--- src/rtl/key_matrix_scanner_if.sv ---
// CPU-side register bus of the key matrix scanner: row-indexed read/clear
// port plus the pending-key interrupt.
interface key_matrix_scanner_if;
  logic [2:0]  ADDR;
  logic [15:0] DATA;
  logic        WREN;
  logic [15:0] Q;
  logic        IRQ;

  modport master (
    output ADDR,
    output DATA,
    output WREN,
    input  Q,
    input  IRQ
  );

  modport slave (
    input  ADDR,
    input  DATA,
    input  WREN,
    output Q,
    output IRQ
  );
endinterface

--- src/rtl/key_matrix_scanner.sv ---
// 8x8 key matrix scanner: drives one row low per scan period, debounces each
// row with a two-sample agreement rule and latches new presses as pending flags.
module key_matrix_scanner #(
  parameter int unsigned SCAN_PERIOD = 50000
) (
  input  logic                       CLK,
  input  logic                       RST_N,
  key_matrix_scanner_if.slave        bus,
  output logic [7:0]                 K_ROW,
  input  logic [7:0]                 K_COL
);

  localparam logic [15:0] LAST_COUNT = 16'(SCAN_PERIOD - 1);

  logic [7:0]  col_meta;
  logic [7:0]  col_sync;
  logic [15:0] period_cnt;
  logic [2:0]  row;

  logic [7:0]  prev_q    [8];
  logic [7:0]  stable_q  [8];
  logic [7:0]  pending_q [8];
  logic [7:0]  pending_d [8];

  logic        sample;
  logic [7:0]  raw;
  logic [7:0]  stable_nxt;
  logic [7:0]  rise;
  logic        irq_any;

  // Columns idle high, so the synchronizer resets to all ones.
  always_ff @(posedge CLK or negedge RST_N) begin
    if (!RST_N) begin
      col_meta <= '1;
      col_sync <= '1;
    end else begin
      col_meta <= K_COL;
      col_sync <= col_meta;
    end
  end

  always_ff @(posedge CLK or negedge RST_N) begin
    if (!RST_N) begin
      period_cnt <= '0;
      row        <= '0;
    end else if (sample) begin
      period_cnt <= '0;
      row        <= row + 3'd1;
    end else begin
      period_cnt <= period_cnt + 16'd1;
    end
  end

  assign K_ROW = ~(8'b1 << row);

  always_comb begin
    sample     = (period_cnt == LAST_COUNT);
    raw        = ~col_sync;
    stable_nxt = (raw == prev_q[row]) ? raw : stable_q[row];
    rise       = stable_nxt & ~stable_q[row];
  end

  always_ff @(posedge CLK or negedge RST_N) begin
    if (!RST_N) begin
      for (int unsigned r = 0; r < 8; r++) begin
        prev_q[r]   <= '0;
        stable_q[r] <= '0;
      end
    end else if (sample) begin
      prev_q[row]   <= raw;
      stable_q[row] <= stable_nxt;
    end
  end

  // Clear is applied before set so a press in the same cycle as its clear survives.
  always_comb begin
    for (int unsigned r = 0; r < 8; r++) begin
      pending_d[r] = pending_q[r];
      if (bus.WREN && (bus.ADDR == 3'(r)))
        pending_d[r] = pending_d[r] & ~bus.DATA[15:8];
      if (sample && (row == 3'(r)))
        pending_d[r] = pending_d[r] | rise;
    end
  end

  always_ff @(posedge CLK or negedge RST_N) begin
    if (!RST_N) begin
      for (int unsigned r = 0; r < 8; r++)
        pending_q[r] <= '0;
    end else begin
      for (int unsigned r = 0; r < 8; r++)
        pending_q[r] <= pending_d[r];
    end
  end

  always_ff @(posedge CLK or negedge RST_N) begin
    if (!RST_N)
      bus.Q <= '0;
    else
      bus.Q <= {pending_q[bus.ADDR], stable_q[bus.ADDR]};
  end

  always_comb begin
    irq_any = 1'b0;
    for (int unsigned r = 0; r < 8; r++)
      irq_any = irq_any | (|pending_q[r]);
  end

  assign bus.IRQ = irq_any;

endmodule

--- src/flat_wrapper.sv ---
// flat-port wrapper written by rule: the top's interface ports become plain ports
module key_matrix_scanner_flat 
#(
  parameter int unsigned SCAN_PERIOD = 50000
)
  (CLK, RST_N, K_ROW, K_COL, bus_ADDR, bus_DATA, bus_WREN, bus_Q, bus_IRQ);
  key_matrix_scanner_if bus_i ();
  input  logic CLK;
  input  logic RST_N;
  output logic [7:0] K_ROW;
  input  logic [7:0] K_COL;
  input wire logic [$bits(bus_i.ADDR)-1:0] bus_ADDR;
  input wire logic [$bits(bus_i.DATA)-1:0] bus_DATA;
  input wire logic [$bits(bus_i.WREN)-1:0] bus_WREN;
  output wire logic [$bits(bus_i.Q)-1:0] bus_Q;
  output wire logic [$bits(bus_i.IRQ)-1:0] bus_IRQ;
  assign bus_i.ADDR = bus_ADDR;
  assign bus_i.DATA = bus_DATA;
  assign bus_i.WREN = bus_WREN;
  assign bus_Q = bus_i.Q;
  assign bus_IRQ = bus_i.IRQ;
  key_matrix_scanner #(.SCAN_PERIOD(SCAN_PERIOD)) u_core (.CLK(CLK), .RST_N(RST_N), .bus(bus_i), .K_ROW(K_ROW), .K_COL(K_COL));
endmodule
--- config.mk ---
export PLATFORM = sky130hd
export DESIGN_NAME = key_matrix_scanner_flat
export DESIGN_NICKNAME = d
export VERILOG_FILES = /design/src/rtl/key_matrix_scanner_if.sv /design/src/rtl/key_matrix_scanner.sv /design/src/flat_wrapper.sv
export SDC_FILE = /design/constraint.sdc
export NUM_CORES = 1
export LEC_CHECK = 0
export ABC_AREA = 1
export CORE_AREA = 2 2 158 160
export DETAILED_ROUTE_END_ITERATION = 16
export DIE_AREA = 0 0 160 162
export PLACE_DENSITY = 0.71
export SLEW_MARGIN = 20
export SYNTH_ARGS = -nofsm -noshare
export SYNTH_HDL_FRONTEND = slang
export SYNTH_SLANG_ARGS = --single-unit
--- constraint.sdc ---
create_clock -name CLK -period 2.87 [get_ports CLK]
set_input_delay 0.4305 -clock CLK [delete_from_list [all_inputs] [get_ports CLK]]
set_output_delay 0.4305 -clock CLK [all_outputs]
set_load 0.1 [all_outputs]
==> results.tsv <==
stage	metric	value	unit
outcome	status	complete, no violations	
synth	synth_compound_area_share	10.01	%
sta	rsz0062_at_grt	no	
sta	setup_tns	0	ns
flow_run	maxCapViolations	0	
synth	synth-main-ff-cell	dfrtp_1	
finish	final_common_cell	nand2_1	
sta	finClkSkew	0.01554	ns
route	drt-wirelength-per-cell	18.40	um
finish	final_cell_mix	511 x nand2_1, 226 x dfrtp_1, 156 x o21ai_0, 135 x inv_1, 115 x nand3_1	
floorplan	io_pins	55	
floorplan	initial_core_util	51.52	%
power	ir_drop	0.4374	mV
power	netSwitchingPower	2.132	mW
synth	yosysWarnings	0	
grt	antenna_found_initial	0	
clock_network	htree_num_levels	1	
finish	antennaDiodeCount	0	
route	final_antenna_net_count	0	
synth	syn_nets	1580	
synth	synth_top_family_by_area	simple AND/OR/NAND/NOR gates	
route	via_per_inst	5.769	
floorplan	die-width	160	um
synth	synth.cell_area	12420	um^2
power	pwr-share-clk	43.5	%
clock_network	clock_sinks	243	
synth	syn_area_per_cell	8.048	um^2
grt	overflow	0	
route	routed_wirelength	36020	um
placed_design	gp_congestion	0.9025	
clock_network	root_buffer	clkbuf_16	
worst_setup_path	r2r_slack	0.31	ns
synth	synth_xor_area_share	0.2821	%
clock_network	cts_buffers	27	
worst_setup_path	r2r-end	u_core.stable_q[52]$_DFFE_PN0P_	
worst_setup_path	crit_required	2.44	ns
grt	grt_pass1_wl	58160	um
sta	slew_headroom	48.78	%
worst_setup_path	critical_path_arrival	2.34	ns
grt	grt.total_usage	28.20	%
route	drc	0	
sta	min_period	2.767	ns
sta	finalWorstSetupSlack	0.1029	ns
worst_setup_path	cp-end-kind	output pin	
placed_design	place_area	13490	um^2
power	p_per_area	561.8	nW/um^2
floorplan	fp.dieH	162	um
finish	fin_util	59.79	%
sta	slew_viol_final	0	
sta	worstMarginPinSlew	0.7655	ns
worst_setup_path	cp-endpoint	bus_IRQ	
clock_network	clk_pin_slew	0.06	ns
sta	finalSetupViolations	0	
finish	drive_gt1_share	13.10	%
route	drtIter0Drc	1195	
synth	synth.area.mux_share	0	%
clock_network	insertion_delay	0.55	ns
synth	netlist_instances	1543	
synth	synth-simple-area-share	32.39	%
floorplan	rows	57	
worst_setup_path	path_max_fanout	3	
finish	areaGrowthSynthToFinish	16.07	%
synth	ys_types	42	
synth	ys_seq_area_share	49.13	%
synth	async_reset_ff_share	100.0	%
sta	period_share	96.42	%
worst_setup_path	r2r_cells	14	
grt	grt_pass1_vias	10848	
route	via_count	11290	
floorplan	core-area	24110	um^2
finish	fin_nets	1650	
sta	hold_violations	0	
worst_setup_path	critPathLaunchType	register	
power	p_leak	6.914	nW
worst_setup_path	crit_path_start	u_core.pending_q[54]$_DFF_PN0_	
hold_path	hold_path.class	input port to register	
power	seqPwrFrac	46.8	%
placed_design	pre_cts_ws	0.3260	ns
power	p_comb_share	9.8	%
sta	timing.hold.ws	0.2788	ns
power	p_int	5.965	mW
finish	final_area	14410	um^2
worst_setup_path	rr_startpoint	u_core.row[2]$_DFFE_PN0N_	
power	switching_share	26.33	%
route	dr.pass1.iters	5	
placed_design	port_buffers	46	
worst_setup_path	critPathKind	register to output pin	
sta	timing.fmax	361.4	MHz
floorplan	dieArea	25920	um^2
clock_network	clk_path_buf_depth	3	
synth	synth-edff-count	0	
grt	grt_max_degree	88	
placed_design	dp_hpwl	23850	um
clock_network	cts_tree	built	
synth	synth_seq_cells	243	
synth	synthAdderAreaFrac	0.7053	%
## critical path, stage by stage (launching register included)
cell and delay, ns:
dfrtp_1 0.43, nor4_2 0.42, nand4_1 0.14, nor3_1 0.20, nand3_1 0.10, nor2_1 0.10, nand3_1 0.13, buf_4 0.27
## synth_stat cells (2+ instances only)
cell / number / area, um^2
xor2_1: 3 / 26.28
buf_8: 7 / 105.1
inv_2: 7 / 26.28
clkbuf_1: 38 / 142.6
buf_4: 5 / 37.54
dfstp_2: 16 / 420.4
nor4_1: 17 / 106.4
o21ai_1: 2 / 10.01
o22ai_1: 5 / 31.28
nand4_1: 86 / 538.0
a32oi_1: 4 / 35.03
nor2_2: 5 / 31.28
nor3_1: 6 / 30.03
nand3_2: 6 / 60.06
dfrtp_1: 227 / 5680
o211ai_1: 2 / 15.01
a21oi_1: 17 / 85.08
a22oi_1: 17 / 127.6
inv_1: 135 / 506.7
nand2_2: 15 / 93.84
buf_2: 9 / 45.04
buf_1: 4 / 15.01
a221oi_1: 8 / 70.07
nor2_4: 4 / 45.04
nand3_4: 9 / 157.7
nand2_4: 14 / 157.7
or4_1: 2 / 15.01
nand2_1: 511 / 1918
nor2_8: 4 / 80.08
o2111ai_1: 3 / 26.28
nor2_1: 55 / 206.5
a31oi_1: 5 / 31.28
o21ai_0: 156 / 780.8
nand3_1: 115 / 575.6
a211oi_1: 3 / 22.52
clkinv_1: 9 / 33.78
ha_1: 7 / 87.58
## power by group through the flow
stage	clock [mW]	combinational, mW	sequential, mW
floorplan	0	0.330	3.95
global placement	0	0.765	3.83
detailed placement	0	0.777	3.83
CTS	3.56	0.779	3.78
global route	3.71	0.859	3.80
finish	3.52	0.790	3.79
## what timing repair did
| action | 4_1_cts | 5_1_grt |
|---|---|---|
| hold buffers | 1 | 0 |
| endpoints found under the hold margin | 78 | 0 |
| endpoints found under the setup margin | 0 | 3 |
| setup buffers | 0 | 0 |
| gates resized for setup | 0 | 4 |
## per-layer routing
layer | vias to the layer above | track usage (%) | wire (um)
met2 | 578 | 45.81 | 16980
met4 | 0 | 10.48 | 1271
met5 | - | 0 | 0
met3 | 97 | 4.290 | 2911
li1 | 5253 | - | -
met1 | 5362 | 38.66 | 14850
## through the flow
step	instances	power, mW
6_report	1957	8.098
5_1_grt	1957	8.377
4_1_cts	1957	8.117
3_5_place_dp	1907	4.609
3_3_place_gp	1907	4.596
2_1_floorplan	1543	4.278
## flip-flops by register name, indices dropped and copies added (netlist names)
| signal | count |
|---|---|
| u_core.col_meta | 8 |
| u_core.prev_q | 64 |
| u_core.period_cnt | 16 |
| u_core.row | 3 |
| u_core.bus.Q | 16 |
| u_core.col_sync | 8 |
| u_core.pending_q | 64 |
| u_core.stable_q | 64 |
## worst min-delay path by stage
stage	startpoint	end	slack [ns]	depth (start not counted)
CTS	K_COL[3]	u_core.col_meta[3]$_DFF_PN1_	0.27	1
detailed placement	u_core.col_meta[0]$_DFF_PN1_	u_core.col_sync[0]$_DFF_PN1_	0.35	0
global route	K_COL[3]	u_core.col_meta[3]$_DFF_PN1_	0.28	1
finish	K_COL[3]	u_core.col_meta[3]$_DFF_PN1_	0.28	1
floorplan	RST_N	u_core.bus.Q[0]$_DFF_PN0_	0.13	0
global placement	u_core.col_meta[5]$_DFF_PN1_	u_core.col_sync[5]$_DFF_PN1_	0.35	0
## area by class of cell
| class | count | area [um^2] |
|---|---|---|
| clock inverter | 8 | 136.4 |
| tap | 324 | 405.4 |
| multi-input combinational | 1084 | 5424 |
| inverter | 152 | 573.1 |
| sequential | 243 | 6102 |
| clock buffer | 41 | 758.2 |
| fill | 2190 | 9692 |
| timing repair buffer | 105 | 1015 |
## kinds of logic after synthesis
group	after synthesis
AO/OA/AOI/OAI	223
XOR/XNOR	4
adder cells (fa/ha/maj)	7
buffers and inverters	216
flip-flops	243
AND/OR/NAND/NOR	850
Power figures use the tool's default switching activity.
